`src/rtl/mem_access_ctrl_if.sv`:
```
// Bus bundle between the MEM stage, the access controller and the board pins.
//   CPU side : mem_read_i / mem_write_i / addr_i / wdata_i in, rdata_o / busy_o / done_o out
//   RAM1     : en/oe/we (active-low), addr, dout/doe/din (shared with UART data)
//   RAM2     : en/oe/we (active-low), addr, dout/doe/din
//   UART     : rdn/wrn strobes (active-low), data_ready/tbre/tsre status in
// slave  = controller view, master = pipeline + board view.
interface mem_access_ctrl_if #(
  parameter int DATA_W = 16,
  parameter int ADDR_W = 16
);
  logic              mem_read_i, mem_write_i;
  logic [ADDR_W-1:0] addr_i;
  logic [DATA_W-1:0] wdata_i, rdata_o;
  logic              busy_o, done_o;
  logic              ram1_en, ram1_oe, ram1_we, ram1_doe;
  logic [ADDR_W-1:0] ram1_addr;
  logic [DATA_W-1:0] ram1_dout, ram1_din;
  logic              ram2_en, ram2_oe, ram2_we, ram2_doe;
  logic [ADDR_W-1:0] ram2_addr;
  logic [DATA_W-1:0] ram2_dout, ram2_din;
  logic              uart_rdn, uart_wrn;
  logic              uart_data_ready, uart_tbre, uart_tsre;

  modport slave (
    input  mem_read_i, mem_write_i, addr_i, wdata_i,
    output rdata_o, busy_o, done_o,
    output ram1_en, ram1_oe, ram1_we, ram1_addr, ram1_dout, ram1_doe,
    input  ram1_din,
    output ram2_en, ram2_oe, ram2_we, ram2_addr, ram2_dout, ram2_doe,
    input  ram2_din,
    output uart_rdn, uart_wrn,
    input  uart_data_ready, uart_tbre, uart_tsre
  );

  modport master (
    output mem_read_i, mem_write_i, addr_i, wdata_i,
    input  rdata_o, busy_o, done_o,
    input  ram1_en, ram1_oe, ram1_we, ram1_addr, ram1_dout, ram1_doe,
    output ram1_din,
    input  ram2_en, ram2_oe, ram2_we, ram2_addr, ram2_dout, ram2_doe,
    output ram2_din,
    input  uart_rdn, uart_wrn,
    output uart_data_ready, uart_tbre, uart_tsre
  );
endinterface

```
`src/rtl/mem_access_ctrl.sv`:
```
// MEM-stage memory access controller.
// Decodes the access address to RAM2 (low space), UART data/status registers
// or RAM1 (high space), runs a SETUP / STROBE(WAIT_CYC) / DONE strobe sequence
// and stalls the pipeline with busy_o until the access completes.
// Ports: clk, rst (async, active-high), bus (mem_access_ctrl_if.slave).
module mem_access_ctrl #(
  parameter int                DATA_W         = 16,
  parameter int                ADDR_W         = 16,
  parameter logic [ADDR_W-1:0] RAM2_TOP       = 16'hBEFF,
  parameter logic [ADDR_W-1:0] UART_DATA_ADDR = 16'hBF00,
  parameter logic [ADDR_W-1:0] UART_STAT_ADDR = 16'hBF01,
  parameter int                WAIT_CYC       = 1
) (
  input  logic               clk,
  input  logic               rst,
  mem_access_ctrl_if.slave   bus
);
  typedef enum logic [1:0] {S_IDLE, S_SETUP, S_STROBE, S_DONE} state_e;
  typedef enum logic [1:0] {T_RAM1, T_RAM2, T_UDATA, T_USTAT} tgt_e;

  localparam logic [2:0] LAST_CNT = 3'(WAIT_CYC - 1);

  state_e            state_q, state_d;
  tgt_e              tgt_q, tgt_d, tgt_dec;
  logic              wr_q, wr_d;
  logic [2:0]        cnt_q, cnt_d;
  logic [DATA_W-1:0] wdata_q, wdata_d, rdata_q, rdata_d;
  logic [ADDR_W-1:0] ram1_addr_q, ram1_addr_d, ram2_addr_q, ram2_addr_d;
  logic              req_ok, active, strobe;

  // Exactly one of read/write makes a valid request.
  assign req_ok = bus.mem_read_i ^ bus.mem_write_i;

  always_comb begin
    if (bus.addr_i <= RAM2_TOP)             tgt_dec = T_RAM2;
    else if (bus.addr_i == UART_DATA_ADDR)  tgt_dec = T_UDATA;
    else if (bus.addr_i == UART_STAT_ADDR)  tgt_dec = T_USTAT;
    else                                    tgt_dec = T_RAM1;
  end

  always_comb begin
    state_d     = state_q;
    tgt_d       = tgt_q;
    wr_d        = wr_q;
    cnt_d       = cnt_q;
    wdata_d     = wdata_q;
    rdata_d     = rdata_q;
    ram1_addr_d = ram1_addr_q;
    ram2_addr_d = ram2_addr_q;
    case (state_q)
      S_IDLE: if (req_ok) begin
        tgt_d   = tgt_dec;
        wr_d    = bus.mem_write_i;
        wdata_d = bus.wdata_i;
        if (tgt_dec == T_RAM1) ram1_addr_d = bus.addr_i;
        if (tgt_dec == T_RAM2) ram2_addr_d = bus.addr_i;
        if (tgt_dec == T_USTAT) begin
          // Status register needs no bus cycle; writes to it are dropped.
          state_d = S_DONE;
          if (!bus.mem_write_i) begin
            rdata_d    = '0;
            rdata_d[1] = bus.uart_data_ready;
            rdata_d[0] = bus.uart_tbre & bus.uart_tsre;
          end
        end else begin
          state_d = S_SETUP;
        end
      end
      S_SETUP: begin
        cnt_d   = '0;
        state_d = S_STROBE;
      end
      S_STROBE: begin
        if (cnt_q == LAST_CNT) begin
          state_d = S_DONE;
          // UART data shares the RAM1 bus.
          if (!wr_q) rdata_d = (tgt_q == T_RAM2) ? bus.ram2_din : bus.ram1_din;
        end else begin
          cnt_d = cnt_q + 3'd1;
        end
      end
      default: state_d = S_IDLE;
    endcase
  end

  always_ff @(posedge clk or posedge rst) begin
    if (rst) begin
      state_q     <= S_IDLE;
      tgt_q       <= T_RAM1;
      wr_q        <= 1'b0;
      cnt_q       <= '0;
      wdata_q     <= '0;
      rdata_q     <= '0;
      ram1_addr_q <= '0;
      ram2_addr_q <= '0;
    end else begin
      state_q     <= state_d;
      tgt_q       <= tgt_d;
      wr_q        <= wr_d;
      cnt_q       <= cnt_d;
      wdata_q     <= wdata_d;
      rdata_q     <= rdata_d;
      ram1_addr_q <= ram1_addr_d;
      ram2_addr_q <= ram2_addr_d;
    end
  end

  // Strobes decode straight from registered state, so reset forces them high at once.
  assign active = (state_q == S_SETUP) || (state_q == S_STROBE);
  assign strobe = (state_q == S_STROBE);

  assign bus.ram1_en   = !(active && tgt_q == T_RAM1);
  assign bus.ram1_oe   = !(strobe && tgt_q == T_RAM1 && !wr_q);
  assign bus.ram1_we   = !(strobe && tgt_q == T_RAM1 &&  wr_q);
  assign bus.ram2_en   = !(active && tgt_q == T_RAM2);
  assign bus.ram2_oe   = !(strobe && tgt_q == T_RAM2 && !wr_q);
  assign bus.ram2_we   = !(strobe && tgt_q == T_RAM2 &&  wr_q);
  assign bus.uart_rdn  = !(strobe && tgt_q == T_UDATA && !wr_q);
  assign bus.uart_wrn  = !(strobe && tgt_q == T_UDATA &&  wr_q);
  // Drive only on writes, so a bus is never driven while its read strobe is low.
  assign bus.ram1_doe  = active && wr_q && (tgt_q == T_RAM1 || tgt_q == T_UDATA);
  assign bus.ram2_doe  = active && wr_q && (tgt_q == T_RAM2);
  assign bus.ram1_dout = wdata_q;
  assign bus.ram2_dout = wdata_q;
  assign bus.ram1_addr = ram1_addr_q;
  assign bus.ram2_addr = ram2_addr_q;
  assign bus.rdata_o   = rdata_q;
  assign bus.done_o    = (state_q == S_DONE);
  assign bus.busy_o    = ((state_q == S_IDLE) && req_ok) || active;
endmodule

```
`src/flat_wrapper.sv`:
```
// flat-port wrapper written by rule: the top's interface ports become plain ports
module mem_access_ctrl_flat 
#(
  parameter int                DATA_W         = 16,
  parameter int                ADDR_W         = 16,
  parameter logic [ADDR_W-1:0] RAM2_TOP       = 16'hBEFF,
  parameter logic [ADDR_W-1:0] UART_DATA_ADDR = 16'hBF00,
  parameter logic [ADDR_W-1:0] UART_STAT_ADDR = 16'hBF01,
  parameter int                WAIT_CYC       = 1
)
  (clk, rst, bus_mem_read_i, bus_mem_write_i, bus_addr_i, bus_wdata_i, bus_rdata_o, bus_busy_o, bus_done_o, bus_ram1_en, bus_ram1_oe, bus_ram1_we, bus_ram1_addr, bus_ram1_dout, bus_ram1_doe, bus_ram1_din, bus_ram2_en, bus_ram2_oe, bus_ram2_we, bus_ram2_addr, bus_ram2_dout, bus_ram2_doe, bus_ram2_din, bus_uart_rdn, bus_uart_wrn, bus_uart_data_ready, bus_uart_tbre, bus_uart_tsre);
  mem_access_ctrl_if #(.DATA_W(DATA_W), .ADDR_W(ADDR_W)) bus_i ();
  input  logic clk;
  input  logic rst;
  input wire logic [$bits(bus_i.mem_read_i)-1:0] bus_mem_read_i;
  input wire logic [$bits(bus_i.mem_write_i)-1:0] bus_mem_write_i;
  input wire logic [$bits(bus_i.addr_i)-1:0] bus_addr_i;
  input wire logic [$bits(bus_i.wdata_i)-1:0] bus_wdata_i;
  output wire logic [$bits(bus_i.rdata_o)-1:0] bus_rdata_o;
  output wire logic [$bits(bus_i.busy_o)-1:0] bus_busy_o;
  output wire logic [$bits(bus_i.done_o)-1:0] bus_done_o;
  output wire logic [$bits(bus_i.ram1_en)-1:0] bus_ram1_en;
  output wire logic [$bits(bus_i.ram1_oe)-1:0] bus_ram1_oe;
  output wire logic [$bits(bus_i.ram1_we)-1:0] bus_ram1_we;
  output wire logic [$bits(bus_i.ram1_addr)-1:0] bus_ram1_addr;
  output wire logic [$bits(bus_i.ram1_dout)-1:0] bus_ram1_dout;
  output wire logic [$bits(bus_i.ram1_doe)-1:0] bus_ram1_doe;
  input wire logic [$bits(bus_i.ram1_din)-1:0] bus_ram1_din;
  output wire logic [$bits(bus_i.ram2_en)-1:0] bus_ram2_en;
  output wire logic [$bits(bus_i.ram2_oe)-1:0] bus_ram2_oe;
  output wire logic [$bits(bus_i.ram2_we)-1:0] bus_ram2_we;
  output wire logic [$bits(bus_i.ram2_addr)-1:0] bus_ram2_addr;
  output wire logic [$bits(bus_i.ram2_dout)-1:0] bus_ram2_dout;
  output wire logic [$bits(bus_i.ram2_doe)-1:0] bus_ram2_doe;
  input wire logic [$bits(bus_i.ram2_din)-1:0] bus_ram2_din;
  output wire logic [$bits(bus_i.uart_rdn)-1:0] bus_uart_rdn;
  output wire logic [$bits(bus_i.uart_wrn)-1:0] bus_uart_wrn;
  input wire logic [$bits(bus_i.uart_data_ready)-1:0] bus_uart_data_ready;
  input wire logic [$bits(bus_i.uart_tbre)-1:0] bus_uart_tbre;
  input wire logic [$bits(bus_i.uart_tsre)-1:0] bus_uart_tsre;
  assign bus_i.mem_read_i = bus_mem_read_i;
  assign bus_i.mem_write_i = bus_mem_write_i;
  assign bus_i.addr_i = bus_addr_i;
  assign bus_i.wdata_i = bus_wdata_i;
  assign bus_rdata_o = bus_i.rdata_o;
  assign bus_busy_o = bus_i.busy_o;
  assign bus_done_o = bus_i.done_o;
  assign bus_ram1_en = bus_i.ram1_en;
  assign bus_ram1_oe = bus_i.ram1_oe;
  assign bus_ram1_we = bus_i.ram1_we;
  assign bus_ram1_addr = bus_i.ram1_addr;
  assign bus_ram1_dout = bus_i.ram1_dout;
  assign bus_ram1_doe = bus_i.ram1_doe;
  assign bus_i.ram1_din = bus_ram1_din;
  assign bus_ram2_en = bus_i.ram2_en;
  assign bus_ram2_oe = bus_i.ram2_oe;
  assign bus_ram2_we = bus_i.ram2_we;
  assign bus_ram2_addr = bus_i.ram2_addr;
  assign bus_ram2_dout = bus_i.ram2_dout;
  assign bus_ram2_doe = bus_i.ram2_doe;
  assign bus_i.ram2_din = bus_ram2_din;
  assign bus_uart_rdn = bus_i.uart_rdn;
  assign bus_uart_wrn = bus_i.uart_wrn;
  assign bus_i.uart_data_ready = bus_uart_data_ready;
  assign bus_i.uart_tbre = bus_uart_tbre;
  assign bus_i.uart_tsre = bus_uart_tsre;
  mem_access_ctrl #(.DATA_W(DATA_W), .ADDR_W(ADDR_W), .RAM2_TOP(RAM2_TOP), .UART_DATA_ADDR(UART_DATA_ADDR), .UART_STAT_ADDR(UART_STAT_ADDR), .WAIT_CYC(WAIT_CYC)) u_core (.clk(clk), .rst(rst), .bus(bus_i));
endmodule
```
`config.mk`:
```
export PLATFORM = sky130hd
export DESIGN_NAME = mem_access_ctrl_flat
export DESIGN_NICKNAME = d
export VERILOG_FILES = /design/src/rtl/mem_access_ctrl_if.sv /design/src/rtl/mem_access_ctrl.sv /design/src/flat_wrapper.sv
export SDC_FILE = /design/constraint.sdc
export NUM_CORES = 1
export LEC_CHECK = 0
export ABC_AREA = 1
export ABC_CLOCK_PERIOD_IN_PS = 4100
export CAP_MARGIN = 5
export CORE_MARGIN = 1.5
export CORE_UTILIZATION = 45
export CTS_CLUSTER_DIAMETER = 200
export DETAILED_ROUTE_END_ITERATION = 7
export PLACE_DENSITY = 0.88
export SYNTH_ARGS = -nofsm -noshare
export SYNTH_HDL_FRONTEND = slang
export SYNTH_SLANG_ARGS = --single-unit
```
`constraint.sdc`:
```
create_clock -name clk -period 4.1 [get_ports clk]
set_input_delay 0.82 -clock clk [delete_from_list [all_inputs] [get_ports clk]]
set_output_delay 0.82 -clock clk [all_outputs]
set_load 0.02 [all_outputs]
```
Yosys cells after proc, flatten, opt, wreduce, memory -nomap -nowiden
Cells that the tools add are included.
{ "totals": {"reg_bits": 72, "ramBits": 0, "latch_bits": 0, "n_memories": 0, "romBits": 0} }
{ "classes": {"n_mul": 0, "div_mod_pow": 0, "n_eq_ne": 15, "shifts": 0, "n_reduce_logical": 39, "n_lt_le_gt_ge": 1, "bitwise_logic": 2, "add_sub_neg": 1, "n_mux": 16} }
{ "ops": {"columns": ["op", "n"], "rows": [
  ["2-to-1 mux 16 bit", 6],
  ["equality test 16 bit, second input constant", 2],
  ["one-hot mux 16 bit (2 select lines)", 1],
  ["less-or-equal comparator 16 bit, second input constant", 1],
  ["logical AND 1 bit", 15],
  ["2-to-1 mux 2 bit", 6],
  ["zero test 1 bit", 9],
  ["equality test 2 bit, second input constant", 4],
  ["inequality test 2 bit, second input constant", 4],
  ["equality test 2 x 1 -> 1 bit, second input constant", 3],
  ["zero test 2 bit", 3],
  ["one-hot mux 2 bit (3 select lines)", 1],
  ["one-hot mux 3 bit (2 select lines)", 1],
  ["AND reduction 2 bit", 3],
  ["AND reduction 3 bit", 2],
  ["AND reduction 6 bit", 1],
  ["inequality test 2 x 1 -> 1 bit, second input constant", 2],
  ["nonzero test 2 bit", 2],
  ["adder 3 x 1 -> 3 bit, second input constant", 1],
  ["zero test 3 bit", 1],
  ["logical OR 1 bit", 3],
  ["2-to-1 mux 3 bit", 1],
  ["bitwise AND 1 bit", 1],
  ["bitwise XOR 1 bit", 1]
]} }

Logic depth before layout (Yosys ltp)
{ "logic_depth": {"depth_word": 8, "mapped_depth": 10} }

Least setup slack after synthesis
OpenSTA, ideal clock, no wires.
{ "synth_path": {"kind": "in2out", "from": "in bus_mem_read_i", "to": "out bus_busy_o", "path_stages": 5, "required_ns": 3.280, "path_slack_ns": 1.600, "t_arrival_ns": 1.680, "n_path_buf": 2, "path_cell_list": "or2_1 -> nand3_4 -> buf_6 -> buf_2 -> nand2_1"} }
{ "synth_between": {"elab_chain_cells": 3} }
{ "synth_lines": {"columns": ["item", "line_no", "text"], "rows": [
  ["start, declared", "flat_wrapper.sv:15", "input wire logic [$bits(bus_i.mem_read_i)-1:0] bus_mem_read_i;"],
  ["bitwise XOR 1 bit", "mem_access_ctrl.sv:32", "assign req_ok = bus.mem_read_i ^ bus.mem_write_i;"],
  ["logical AND 1 bit", "mem_access_ctrl.sv:129", "assign bus.busy_o = ((state_q == S_IDLE) && req_ok) || active;"],
  ["logical OR 1 bit", "mem_access_ctrl.sv:129", null],
  ["end, declared", "flat_wrapper.sv:20", "output wire logic [$bits(bus_i.busy_o)-1:0] bus_busy_o;"]
]} }
No other way between the ends.

Worst setup path after layout
{ "layout_path": {"from": "reg u_core.tgt_q[1]", "to": "out bus_ram2_doe"} }
{ "layout_between": {"elab_chain_cells": 2} }
{ "layout_lines": {"columns": ["item", "line_no", "text"], "rows": [
  ["start, declared", "mem_access_ctrl.sv:24", "tgt_e tgt_q, tgt_d, tgt_dec;"],
  ["start signal, assigned", "mem_access_ctrl.sv:98", "tgt_q <= tgt_d;"],
  ["equality test 2 x 1 -> 1 bit", "mem_access_ctrl.sv:122", "assign bus.ram2_doe = active && wr_q && (tgt_q == T_RAM2);"],
  ["logical AND 1 bit", "mem_access_ctrl.sv:122", null],
  ["end, declared", "flat_wrapper.sv:34", "output wire logic [$bits(bus_i.ram2_doe)-1:0] bus_ram2_doe;"]
]} }
No other way between the ends.

==> impl_summary.txt <==
----------------------------------------------------
[Global routing]
  Wire length of the first global-routing pass ... 16400 um
  Maximum number of pins on one net before global-route repair ... 73
  Global-route track usage on met1 ... 29.7%
  Antenna violations before repair ... 0
  Met3 Resource Use GR ... 7.47%
  Layer carrying the most global-route usage ... met2
  Total grt overflow ... 0
  Met2 Usage GRT ... 40.3%
  Number of global-route vias before repair ... 3469
  GRT Total Usage ... 24.4%

[Layout]
  Fillers ... 594
  Number of inserted diodes ... 0
  Post-synthesis to final-layout area growth ... 48.3%
  Final non-filler cell total ... 693
  Nets@finish ... 663
  Layout cell share with drive strength beyond 1 ... 6.43%

[Power]
  Static Leak ... 0.00261 uW
  Total Power Consumption ... 4120 uW
  Total power per unit cell area ... 765 mW/mm2
  Peak VDD IR ... 0.440 mV

[Die]
  Initial Utilization ... 46.7%
  Die Area ... 0.00861 mm2
  Number of placed I/O pins ... 163
  Die Span X ... 92.8 um
  Number of rows created at floorplan ... 32
  Chip height ... 92.8 um
  Core footprint ... 0.00777 mm2

[Critical path]
  R2r worst-path depth ... 7
  Worst R2R Start ... u_core.state_q[0]
  Slowest cell on the critical path ... sky130_fd_sc_hd__clkdlybuf4s50_1
  Endpoint kind of the worst setup timing path ... output pin
  Worst path required time ... 3280 ps
  Launch point of the critical path ... u_core.tgt_q[1]
  Critical Path End ... bus_ram2_doe
  CP Class ... register to output pin
  Worst-path cell chain ... inv_2 -> nand2_1 -> inv_2 -> nand2_1 -> nor2_1 -> clkdlybuf4s50_1
  Depth of the critical timing path with buffers and inverters included ... 6
  Buffers and inverters on the worst path ... 3
  Arrival time of data at the critical path endpoint ... 2440 ps
  Critical Path Fanout Max ... 19
  R2r setup slk ... 1930 ps
  Longest individual stage delay on the worst path ... 610 ps
  Kind of cell adding the most delay to the critical path ... buffers and inverters
  Type of element launching the critical path ... register
  Worst r2r dst ... u_core.bus.rdata_o[1]

[Timing]
  Max frequency ... 307 MHz
  Sum of negative setup slack ... 0 ps
  Hold WS ... 476 ps
  Slew Viols, Final ... 0
  Crit path setup slack, layout ... 843 ps
  Number of hold-slack violations in the final timing report ... 0
  Worst max-slew margin expressed relative to the limit ... 40.1%
  Min Tclk post-route ... 3260 ps
  Endpoints failing setup ... 0
  RSZ-0062 raised after global routing ... no
  Actual transition at the worst max-transition pin ... 899 ps
  Period utilization ... 79.4%
  Worst-case clock skew ... 6.57 ps

[Clocking]
  Clock Tree Root ... sky130_fd_sc_hd__clkbuf_8
  Post-CTS setup buffer count ... 0
  TritonCTS clock tree ... yes
  Clock latency on the worst-skew pair ... 350 ps
  Clock H-tree levels ... 3
  Number of clock buffers inserted by TritonCTS ... 9
  Clock tree sinks ... 72
  Longest Clk Path Bufs ... 2
  Number of hold buffers added after cts ... 0
  CTS resizes ... 0
  Clock slew seen by the registers of the worst setup and hold paths ... 80 ps

[Logic synthesis]
  Top cell type's share of synthesized area ... 49.6%
  Number of distinct library cell variants in the gate-level netlist after synthesis ... 31
  Number of enable-type register cells in the synthesized netlist ... 0
  Net count of the mapped netlist ... 521
  Number of cells produced by synthesis ... 444
  Post-Syn Area per Cell ... 8.18 um2
  Area contributors post-synth ... sky130_fd_sc_hd__dfrtp_1 50%, sky130_fd_sc_hd__nand2_1 21%, sky130_fd_sc_hd__nand3_1 5.1%
  Commonest cells post-synth ... 200 x sky130_fd_sc_hd__nand2_1, 72 x sky130_fd_sc_hd__dfrtp_1, 37 x sky130_fd_sc_hd__nand3_1, 24 x sky130_fd_sc_hd__o21ai_0, 20 x sky130_fd_sc_hd__buf_4
  Register bit total from synthesis ... 72
  Synth area leader ... sky130_fd_sc_hd__dfrtp_1
  Flip-flop cell with the highest count after synthesis ... sky130_fd_sc_hd__dfrtp_1
  Portion of the post-synthesis area used by sequential elements ... 49.6%
  Cell with the most instances after synthesis ... sky130_fd_sc_hd__nand2_1
  Warnings, synthesis ... 0
  Synth async-reset ratio ... 100%
  Area of the mapped netlist ... 0.00363 mm2

[Placed design]
  Final RePlAce weighted congestion ... 0.776
  HPWL after detailed placement ... 7550 um
  Port Buffer Count ... 162
  Post-placement worst setup slack ... 1020 ps
  Cell count after placement ... 677

[Routing]
  DR vias ... 3419
  Total wirelength of the detailed-routed design ... 10100 um
  Starting DRT DRC Count ... 106
  Via density ... 4.93
  Final ANT Viol Nets ... 0
  Routed WL per cell ... 14.6 um
  Number of iterations in the first detailed-routing pass ... 4
  DRC violation count after routing ... 0

[Job]
  Reported max-cap violation count ... 0

[Hold path]
  Class of the worst hold path ... register to register

[Status]
  Result of the run ... completed

----------------------------------------------------
## where the power goes
group          internal [uW]  total, uW  switching, uW  leakage [uW]
Combinational            968       2300           1330       0.00159
Clock                    358        622            264      0.000106
Sequential              1010       1200            191      0.000913
Total                   2340       4120           1780       0.00261
## per-layer routing
layer | vias to the layer above | part of all wire, %
li1 | 1671 | -
met1 | 1580 | 41
met2 | 152 | 48
met3 | 16 | 9.3
met4 | 0 | 1.7
met5 | - | 0
## placed cells by master, fill, tap and decap left out, types with 3 or more instances in the layout
| cell | instances |
|---|---|
| sky130_fd_sc_hd__nor2_1 | 10 |
| sky130_fd_sc_hd__o21ai_1 | 3 |
| sky130_fd_sc_hd__inv_2 | 5 |
| sky130_fd_sc_hd__ha_1 | 6 |
| sky130_fd_sc_hd__dfrtp_1 | 72 |
| sky130_fd_sc_hd__clkbuf_8 | 10 |
| sky130_fd_sc_hd__nand2_4 | 4 |
| sky130_fd_sc_hd__nand2_1 | 200 |
| sky130_fd_sc_hd__o21ai_0 | 24 |
| sky130_fd_sc_hd__clkdlybuf4s50_1 | 162 |
| sky130_fd_sc_hd__a21oi_1 | 14 |
| sky130_fd_sc_hd__nand3_1 | 37 |
| sky130_fd_sc_hd__inv_1 | 15 |
## worst min path at each step
| stage | from | to | slack [ps] | cells past startpoint |
|---|---|---|---|---|
| floorplan | u_core.cnt_q[0] | u_core.cnt_q[0] | 490 | 1 |
| global placement | u_core.bus.ram1_addr[15] | u_core.bus.ram1_addr[15] | 450 | 2 |
| detailed placement | u_core.bus.ram1_addr[15] | u_core.bus.ram1_addr[15] | 460 | 2 |
| CTS | u_core.bus.rdata_o[0] | u_core.bus.rdata_o[0] | 480 | 2 |
| global route | u_core.bus.ram1_addr[9] | u_core.bus.ram1_addr[9] | 490 | 2 |
| finish | u_core.bus.ram1_addr[15] | u_core.bus.ram1_addr[15] | 480 | 2 |
## layout make-up
type,instances,area (um2),share of cell area [%]
Tap cell,102,128,2.37
Clock inverter,5,80.1,1.49
Clock buffer,11,141,2.63
Multi-Input combinational cell,317,1510,28.1
Inverter,22,85.1,1.58
Sequential cell,72,1800,33.5
Timing Repair Buffer,164,1640,30.4
## worst min-delay path: stages, from the launching register on
cell	delay, ps
sky130_fd_sc_hd__dfrtp_1	360
sky130_fd_sc_hd__inv_1	40
sky130_fd_sc_hd__nand2_1	50
## logic make-up after synthesis
group / share of synthesized area [%]
buffers and inverters: 8.72
AO/OA/AOI/OAI: 6.65
flip-flops: 49.6
adder cells (fa/ha/maj): 2.07
AND/OR/NAND/NOR: 32.7
XOR/XNOR: 0.241
## per-stage QoR
stage	area, um2	util, %
floorplan	3630	-
global placement	5160	66.5
finish	5380	69.3
detailed placement	5160	66.5
global route	5380	69.3
CTS	5380	69.3
## flip-flops by register name, indices dropped and copies added, names as in the netlist
register,flops
u_core.bus.rdata_o,16
u_core.wr_q,1
u_core.cnt_q,3
u_core.bus.ram1_dout,16
u_core.state_q,2
u_core.bus.ram1_addr,16
u_core.tgt_q,2
u_core.bus.ram2_addr,16
(Power assumes the default switching activity.)
